## src/rtl/zet_fetch_gather_if.sv

```systemverilog
// Byte-stream, decoder-query and instruction-delivery signals of zet_fetch_gather.
// master = the gather stage, slave = its surroundings (prefetcher, decoder, consumer).
interface zet_fetch_gather_if;
  logic [7:0]  byte_in;
  logic        byte_vld;
  logic        byte_rdy;
  logic        flush;
  logic        need_modrm;
  logic        need_off;
  logic        need_imm;
  logic        off_size;
  logic        imm_size;
  logic [7:0]  opcode;
  logic [7:0]  modrm;
  logic [15:0] off;
  logic [15:0] imm;
  logic        rep;
  logic [2:0]  sop_l;
  logic        lock;
  logic [3:0]  ilen;
  logic        instr_vld;
  logic        instr_ack;

  modport master (
    input  byte_in, byte_vld, flush,
    input  need_modrm, need_off, need_imm, off_size, imm_size,
    input  instr_ack,
    output byte_rdy, opcode, modrm, off, imm, rep, sop_l, lock, ilen, instr_vld
  );

  modport slave (
    output byte_in, byte_vld, flush,
    output need_modrm, need_off, need_imm, off_size, imm_size,
    output instr_ack,
    input  byte_rdy, opcode, modrm, off, imm, rep, sop_l, lock, ilen, instr_vld
  );
endinterface

```

## src/rtl/zet_fetch_gather.sv

```systemverilog
// Instruction byte FIFO plus gather FSM (prefixes, opcode, ModR/M, disp, imm) ahead of the decoder.
// Define ZET_FETCH_LOCK_EN to treat F0 as a LOCK prefix; otherwise F0 is an ordinary opcode.
module zet_fetch_gather #(
  parameter int DEPTH = 8,
  parameter int AW    = 3
) (
  input logic                clk,
  input logic                rst,
  zet_fetch_gather_if.master bus
);

  typedef enum logic [2:0] {
    S_PFX,
    S_MODRM,
    S_CHK,
    S_OFF0,
    S_OFF1,
    S_IMM0,
    S_IMM1,
    S_DONE
  } state_t;

  state_t state_reg, state_next;

  logic [7:0]    mem [DEPTH];
  logic [AW-1:0] wr_ptr_reg;
  logic [AW-1:0] rd_ptr_reg;
  logic [AW:0]   count_reg;
  logic          full;
  logic          empty;
  logic          push;
  logic          pop;
  logic [7:0]    head;

  logic [7:0]  opcode_reg;
  logic [7:0]  modrm_reg;
  logic [15:0] off_reg;
  logic [15:0] imm_reg;
  logic        rep_reg;
  logic [2:0]  sop_reg;
  logic [3:0]  ilen_reg;
  logic        need_imm_reg;
  logic        off_size_reg;
  logic        imm_size_reg;

  logic head_rep;
  logic head_seg;
  logic head_lock;
  logic head_pfx;

  assign full  = (count_reg == (AW+1)'(DEPTH));
  assign empty = (count_reg == '0);
  assign head  = mem[rd_ptr_reg];
  // A flushed cycle drops the incoming byte along with everything already queued.
  assign push  = bus.byte_vld && !full && !bus.flush;

  assign bus.byte_rdy = !full;

  always_ff @(posedge clk) begin
    if (push) begin
      mem[wr_ptr_reg] <= bus.byte_in;
    end
  end

  always_ff @(posedge clk or negedge rst) begin
    if (!rst) begin
      wr_ptr_reg <= '0;
      rd_ptr_reg <= '0;
      count_reg  <= '0;
    end else if (bus.flush) begin
      wr_ptr_reg <= '0;
      rd_ptr_reg <= '0;
      count_reg  <= '0;
    end else begin
      if (push) begin
        wr_ptr_reg <= wr_ptr_reg + AW'(1);
      end
      if (pop) begin
        rd_ptr_reg <= rd_ptr_reg + AW'(1);
      end
      case ({push, pop})
        2'b10:   count_reg <= count_reg + (AW+1)'(1);
        2'b01:   count_reg <= count_reg - (AW+1)'(1);
        default: count_reg <= count_reg;
      endcase
    end
  end

  assign head_rep = (head == 8'hF2) || (head == 8'hF3);
  assign head_seg = (head == 8'h26) || (head == 8'h2E) || (head == 8'h36) || (head == 8'h3E);
`ifdef ZET_FETCH_LOCK_EN
  assign head_lock = (head == 8'hF0);
`else
  assign head_lock = 1'b0;
`endif
  assign head_pfx = head_rep || head_seg || head_lock;

  always_ff @(posedge clk or negedge rst) begin
    if (!rst) begin
      state_reg <= S_PFX;
    end else begin
      state_reg <= state_next;
    end
  end

  always_comb begin
    state_next = state_reg;
    pop        = 1'b0;
    case (state_reg)
      S_PFX: begin
        if (!empty) begin
          pop = 1'b1;
          if (!head_pfx) begin
            state_next = S_MODRM;
          end
        end
      end
      S_MODRM: begin
        if (bus.need_modrm) begin
          if (!empty) begin
            pop        = 1'b1;
            state_next = S_CHK;
          end
        end else begin
          state_next = S_CHK;
        end
      end
      // Non-consuming: lets the decoder answer from the final modrm value.
      S_CHK: begin
        if (bus.need_off) begin
          state_next = S_OFF0;
        end else if (bus.need_imm) begin
          state_next = S_IMM0;
        end else begin
          state_next = S_DONE;
        end
      end
      S_OFF0: begin
        if (!empty) begin
          pop = 1'b1;
          if (off_size_reg) begin
            state_next = S_OFF1;
          end else if (need_imm_reg) begin
            state_next = S_IMM0;
          end else begin
            state_next = S_DONE;
          end
        end
      end
      S_OFF1: begin
        if (!empty) begin
          pop        = 1'b1;
          state_next = need_imm_reg ? S_IMM0 : S_DONE;
        end
      end
      S_IMM0: begin
        if (!empty) begin
          pop        = 1'b1;
          state_next = imm_size_reg ? S_IMM1 : S_DONE;
        end
      end
      S_IMM1: begin
        if (!empty) begin
          pop        = 1'b1;
          state_next = S_DONE;
        end
      end
      S_DONE: begin
        if (bus.instr_ack) begin
          state_next = S_PFX;
        end
      end
      default: state_next = S_PFX;
    endcase
    if (bus.flush) begin
      state_next = S_PFX;
      pop        = 1'b0;
    end
  end

  always_ff @(posedge clk or negedge rst) begin
    if (!rst) begin
      opcode_reg   <= '0;
      modrm_reg    <= '0;
      off_reg      <= '0;
      imm_reg      <= '0;
      rep_reg      <= 1'b0;
      sop_reg      <= '0;
      ilen_reg     <= '0;
      need_imm_reg <= 1'b0;
      off_size_reg <= 1'b0;
      imm_size_reg <= 1'b0;
    end else if (bus.flush) begin
      modrm_reg    <= '0;
      off_reg      <= '0;
      imm_reg      <= '0;
      rep_reg      <= 1'b0;
      sop_reg      <= '0;
      ilen_reg     <= '0;
      need_imm_reg <= 1'b0;
      off_size_reg <= 1'b0;
      imm_size_reg <= 1'b0;
    end else begin
      if (pop && (ilen_reg != 4'd15)) begin
        ilen_reg <= ilen_reg + 4'd1;
      end
      case (state_reg)
        S_PFX: begin
          if (pop) begin
            if (head_rep) begin
              rep_reg <= 1'b1;
            end else if (head_seg) begin
              sop_reg <= {1'b1, head[4:3]};
            end else if (!head_lock) begin
              opcode_reg <= head;
            end
          end
        end
        S_MODRM: begin
          if (pop) begin
            modrm_reg <= head;
          end
        end
        S_CHK: begin
          need_imm_reg <= bus.need_imm;
          off_size_reg <= bus.off_size;
          imm_size_reg <= bus.imm_size;
        end
        S_OFF0: begin
          if (pop) begin
            off_reg[7:0] <= head;
            if (!off_size_reg) begin
              off_reg[15:8] <= {8{head[7]}};
            end
          end
        end
        S_OFF1: begin
          if (pop) begin
            off_reg[15:8] <= head;
          end
        end
        S_IMM0: begin
          if (pop) begin
            imm_reg[7:0] <= head;
            if (!imm_size_reg) begin
              imm_reg[15:8] <= {8{head[7]}};
            end
          end
        end
        S_IMM1: begin
          if (pop) begin
            imm_reg[15:8] <= head;
          end
        end
        S_DONE: begin
          // opcode deliberately survives the ack; everything else restarts clean.
          if (bus.instr_ack) begin
            modrm_reg <= '0;
            off_reg   <= '0;
            imm_reg   <= '0;
            rep_reg   <= 1'b0;
            sop_reg   <= '0;
            ilen_reg  <= '0;
          end
        end
        default: ;
      endcase
    end
  end

`ifdef ZET_FETCH_LOCK_EN
  logic lock_reg;

  always_ff @(posedge clk or negedge rst) begin
    if (!rst) begin
      lock_reg <= 1'b0;
    end else if (bus.flush) begin
      lock_reg <= 1'b0;
    end else if ((state_reg == S_PFX) && pop && head_lock) begin
      lock_reg <= 1'b1;
    end else if ((state_reg == S_DONE) && bus.instr_ack) begin
      lock_reg <= 1'b0;
    end
  end

  assign bus.lock = lock_reg;
`else
  assign bus.lock = 1'b0;
`endif

  assign bus.opcode    = opcode_reg;
  assign bus.modrm     = modrm_reg;
  assign bus.off       = off_reg;
  assign bus.imm       = imm_reg;
  assign bus.rep       = rep_reg;
  assign bus.sop_l     = sop_reg;
  assign bus.ilen      = ilen_reg;
  assign bus.instr_vld = (state_reg == S_DONE);

endmodule

```

## src/flat_wrapper.sv

```systemverilog
// flat-port wrapper written by rule: the top's interface ports become plain ports
module zet_fetch_gather_flat 
#(
  parameter int DEPTH = 8,
  parameter int AW    = 3
)
  (clk, rst, bus_byte_in, bus_byte_vld, bus_flush, bus_need_modrm, bus_need_off, bus_need_imm, bus_off_size, bus_imm_size, bus_instr_ack, bus_byte_rdy, bus_opcode, bus_modrm, bus_off, bus_imm, bus_rep, bus_sop_l, bus_lock, bus_ilen, bus_instr_vld);
  zet_fetch_gather_if bus_i ();
  input logic clk;
  input logic rst;
  input wire logic [$bits(bus_i.byte_in)-1:0] bus_byte_in;
  input wire logic [$bits(bus_i.byte_vld)-1:0] bus_byte_vld;
  input wire logic [$bits(bus_i.flush)-1:0] bus_flush;
  input wire logic [$bits(bus_i.need_modrm)-1:0] bus_need_modrm;
  input wire logic [$bits(bus_i.need_off)-1:0] bus_need_off;
  input wire logic [$bits(bus_i.need_imm)-1:0] bus_need_imm;
  input wire logic [$bits(bus_i.off_size)-1:0] bus_off_size;
  input wire logic [$bits(bus_i.imm_size)-1:0] bus_imm_size;
  input wire logic [$bits(bus_i.instr_ack)-1:0] bus_instr_ack;
  output wire logic [$bits(bus_i.byte_rdy)-1:0] bus_byte_rdy;
  output wire logic [$bits(bus_i.opcode)-1:0] bus_opcode;
  output wire logic [$bits(bus_i.modrm)-1:0] bus_modrm;
  output wire logic [$bits(bus_i.off)-1:0] bus_off;
  output wire logic [$bits(bus_i.imm)-1:0] bus_imm;
  output wire logic [$bits(bus_i.rep)-1:0] bus_rep;
  output wire logic [$bits(bus_i.sop_l)-1:0] bus_sop_l;
  output wire logic [$bits(bus_i.lock)-1:0] bus_lock;
  output wire logic [$bits(bus_i.ilen)-1:0] bus_ilen;
  output wire logic [$bits(bus_i.instr_vld)-1:0] bus_instr_vld;
  assign bus_i.byte_in = bus_byte_in;
  assign bus_i.byte_vld = bus_byte_vld;
  assign bus_i.flush = bus_flush;
  assign bus_i.need_modrm = bus_need_modrm;
  assign bus_i.need_off = bus_need_off;
  assign bus_i.need_imm = bus_need_imm;
  assign bus_i.off_size = bus_off_size;
  assign bus_i.imm_size = bus_imm_size;
  assign bus_i.instr_ack = bus_instr_ack;
  assign bus_byte_rdy = bus_i.byte_rdy;
  assign bus_opcode = bus_i.opcode;
  assign bus_modrm = bus_i.modrm;
  assign bus_off = bus_i.off;
  assign bus_imm = bus_i.imm;
  assign bus_rep = bus_i.rep;
  assign bus_sop_l = bus_i.sop_l;
  assign bus_lock = bus_i.lock;
  assign bus_ilen = bus_i.ilen;
  assign bus_instr_vld = bus_i.instr_vld;
  zet_fetch_gather #(.DEPTH(DEPTH), .AW(AW)) u_core (.clk(clk), .rst(rst), .bus(bus_i));
endmodule
```

## config.mk

```make
export PLATFORM = sky130hd
export DESIGN_NAME = zet_fetch_gather_flat
export DESIGN_NICKNAME = d
export VERILOG_FILES = /design/src/rtl/zet_fetch_gather_if.sv /design/src/rtl/zet_fetch_gather.sv /design/src/flat_wrapper.sv
export SDC_FILE = /design/constraint.sdc
export NUM_CORES = 1
export LEC_CHECK = 0
export ABC_AREA = 1
export BUFFER_PORTS_ARGS = -buffer_cell sky130_fd_sc_hd__buf_2
export CORE_MARGIN = 1.5
export CORE_UTILIZATION = 35
export CTS_CLUSTER_SIZE = 16
export DETAILED_ROUTE_END_ITERATION = 12
export PLACE_DENSITY = 0.61
export SKIP_CTS_REPAIR_TIMING = 1
export SYNTH_ARGS = -nofsm -noshare
export SYNTH_HDL_FRONTEND = slang
export SYNTH_SLANG_ARGS = --single-unit
```

## constraint.sdc

```tcl
create_clock -name clk -period 4.8 [get_ports clk]
set_input_delay 0.72 -clock clk [delete_from_list [all_inputs] [get_ports clk]]
set_output_delay 0.72 -clock clk [all_outputs]
set_load 0.1 [all_outputs]
```

==> results.yml <==
status:
  status: "finished clean"
die:
  io_pins: 77
  start_util_pct: 35.6
  rows: 49
  core_area_sq_mm: 0.0180
  die_x_microns: 138
  die-area_sq_mm: 0.0191
  die_y_microns: 138
cells_and_area:
  layout_common_cells: "nand2_1 (178), inv_1 (96), buf_2 (74)"
  final_core_util_pct: 41.8
  final_common_cell: "nand2_1"
  largest_reg_flops: 64
  drive_above_1_share_pct: 18.7
  nFillCells: 1745
  nets: 785
  antenna_cells: 0
  area_delta_synth_final_pct: 17.6
global_routing:
  overflow: 0
  grt_pass1_wl_microns: 24200
  grt_pass1_vias: 4620
  grt_usage_pct: 16.3
  grt_max_degree: 73
  antenna_found_initial: 1
drt:
  drt_first_pass_iters: 5
  vias: 4780
  drt-total-wl_microns: 14700
  viasPerCell: 4.77
  drtIter0Drc: 350
  antenna_left: 0
  drc_errors: 0
  drt-wirelength-per-cell_microns: 14.7
timing:
  tightest_slew_ns: 1.01
  maxSlewHeadroom_pct: 32.7
  setup_viol: 0
  fmax_mhz: 382
  skew_ns: 0.00858
  min_period_ns: 2.62
  period_share_pct: 54.5
  maxSlewViolCount: 0
  hold_viol_final: 0
  rsz0062_at_grt: "no"
  setup_slack_ns: 2.18
  fin_tns_setup_ns: 0
placement:
  numPortBuffers: 75
  pre_cts_slack_ns: 2.19
  gp_congestion: 0.845
  place.detailed.hpwl_microns: 9870
job:
  max_cap_violations: 0
synthesis:
  synth_compound_area_share_pct: 9.63
  synth_top_family_by_area: "simple AND/OR/NAND/NOR gates"
  synth_simple_gate_area_share_pct: 21.2
  seq_area_frac_synth_pct: 58.2
  ys_warn_count: 0
  ys_seq_elements: 136
  synth_top_area_share_pct: 30.1
  synth_area_leaders: "edfxtp_1 (30%), dfrtp_1 (28%), nand2_1 (10%), inv_1 (5.6%), nand3_1 (4.8%)"
  async_flop_share_pct: 52.9
  synthAdderAreaFrac_pct: 1.29
  avgSynthCellArea_sq_um: 9.32
  muxShareOfSynthArea_pct: 0.157
  ys.flop_type: "dfrtp_1"
  synth_top_cell_by_area: "edfxtp_1"
  synth_nets: 710
  synth_edf_count: 64
  yosysUniqueCellTypes: 42
  synth_cells: 686
  syn_area_sq_mm: 0.00639
  synth-xor-area-share_pct: 0.411
clock_tree:
  clkSinkCount: 136
  cts_buffer_depth: 2
  clkTransAtPathRegs_ns: 0.06
  cts_tree: "built"
  clock-root-buffer: "clkbuf_16"
  insertion_delay_ns: 0.43
  htreeDepth: 4
  numCtsBuffers: 17
setup_path:
  path_cells: "buf_4 -> nand2_1 -> nand3_1 -> nand3_1 -> nand2_1 -> nor2_1 -> nand3_2 -> nand2_2 -> nor2_4 -> nand2_1 -> o21a_1"
  crit_required_ns: 5.11
  cp.arrival_ns: 2.92
  crit_slowest_cell: "dfrtp_1"
  ff2ff_setup_slack_ns: 2.18
  start_kind: "flop"
  crit_path_max_incr_delay_ns: 0.78
  crit_top_cell: "nand2_1"
  critPathKind: "flop to flop"
  cp_max_fo: 19
  endpoint_kind: "flop"
worst_hold_path:
  hp-class: "primary input to async pin"
layout make-up:
cell class | instances | area [sq um] | share of cell area, %
multi-input combinational | 420 | 2090 | 27.9
inverter | 110 | 423 | 5.63
clock buffer | 19 | 433 | 5.76
clock inverter | 13 | 170 | 2.26
tap | 229 | 287 | 3.81
sequential | 136 | 3720 | 49.5
timing repair buffer | 76 | 385 | 5.13
logic make-up after synthesis:
family,after synthesis
buf+inv,130
mux,1
fa+ha+maj,6
simple gates,308
other cells,1
xor+xnor,3
compound gates,101
flops,136
final timing paths:
check	cells past startpoint	endpoint	startpoint
max in group asynchronous	1	u_core.rd_ptr_reg[2]	rst
setup / recovery	11	u_core.bus.opcode[4]	u_core.rd_ptr_reg[0]
hold / removal	1	u_core.bus.off[10]	rst
hold reg to reg	2	u_core.bus.imm[0]	u_core.bus.imm[0]
min in group clk	2	u_core.bus.imm[0]	u_core.bus.imm[0]
setup reg to reg	11	u_core.bus.opcode[4]	u_core.rd_ptr_reg[0]
layer usage:
metal / global-route usage (%) / share of wire (%)
met1: 20.8 / 45
met2: 26.6 / 47
met5: 0 / 0.10
met4: 6.32 / 1.8
met3: 4.12 / 5.7
synth_stat cells (2+ instances only):
cell / number
a211oi_1: 2
a21oi_1: 18
a22o_1: 7
a31oi_1: 4
buf_2: 5
buf_4: 5
buf_6: 7
clkbuf_1: 2
dfrtp_1: 72
edfxtp_1: 64
ha_1: 5
inv_1: 96
inv_2: 11
inv_4: 2
nand2_1: 178
nand2_2: 9
nand3_1: 61
nand3_2: 2
nand4_1: 2
nor2_1: 46
nor2_4: 6
o2111ai_1: 3
o21a_1: 12
o21ai_0: 27
o21ai_1: 21
o21ai_2: 2
xor2_1: 2
stage by stage:
step,instances,hold slack [ns],instance area (sq um)
after floorplan,686,0.424,6390
after global placement,971,0.462,6910
after detailed placement,971,0.470,6910
after CTS,1003,0.468,7520
after global routing,1003,0.494,7520
final,1003,0.420,7520
worst max-delay path, delay by kind of cell, from the launching register on:
| kind | cells | cell delay (ns) |
|---|---|---|
| simple gates | 9 | 1.22 |
| flops | 1 | 0.78 |
| compound gates | 1 | 0.12 |
| buf+inv | 1 | 0.36 |
Power is not shown: default switching activity piles up to over one toggle a cycle in this logic, so the estimate is an artifact.
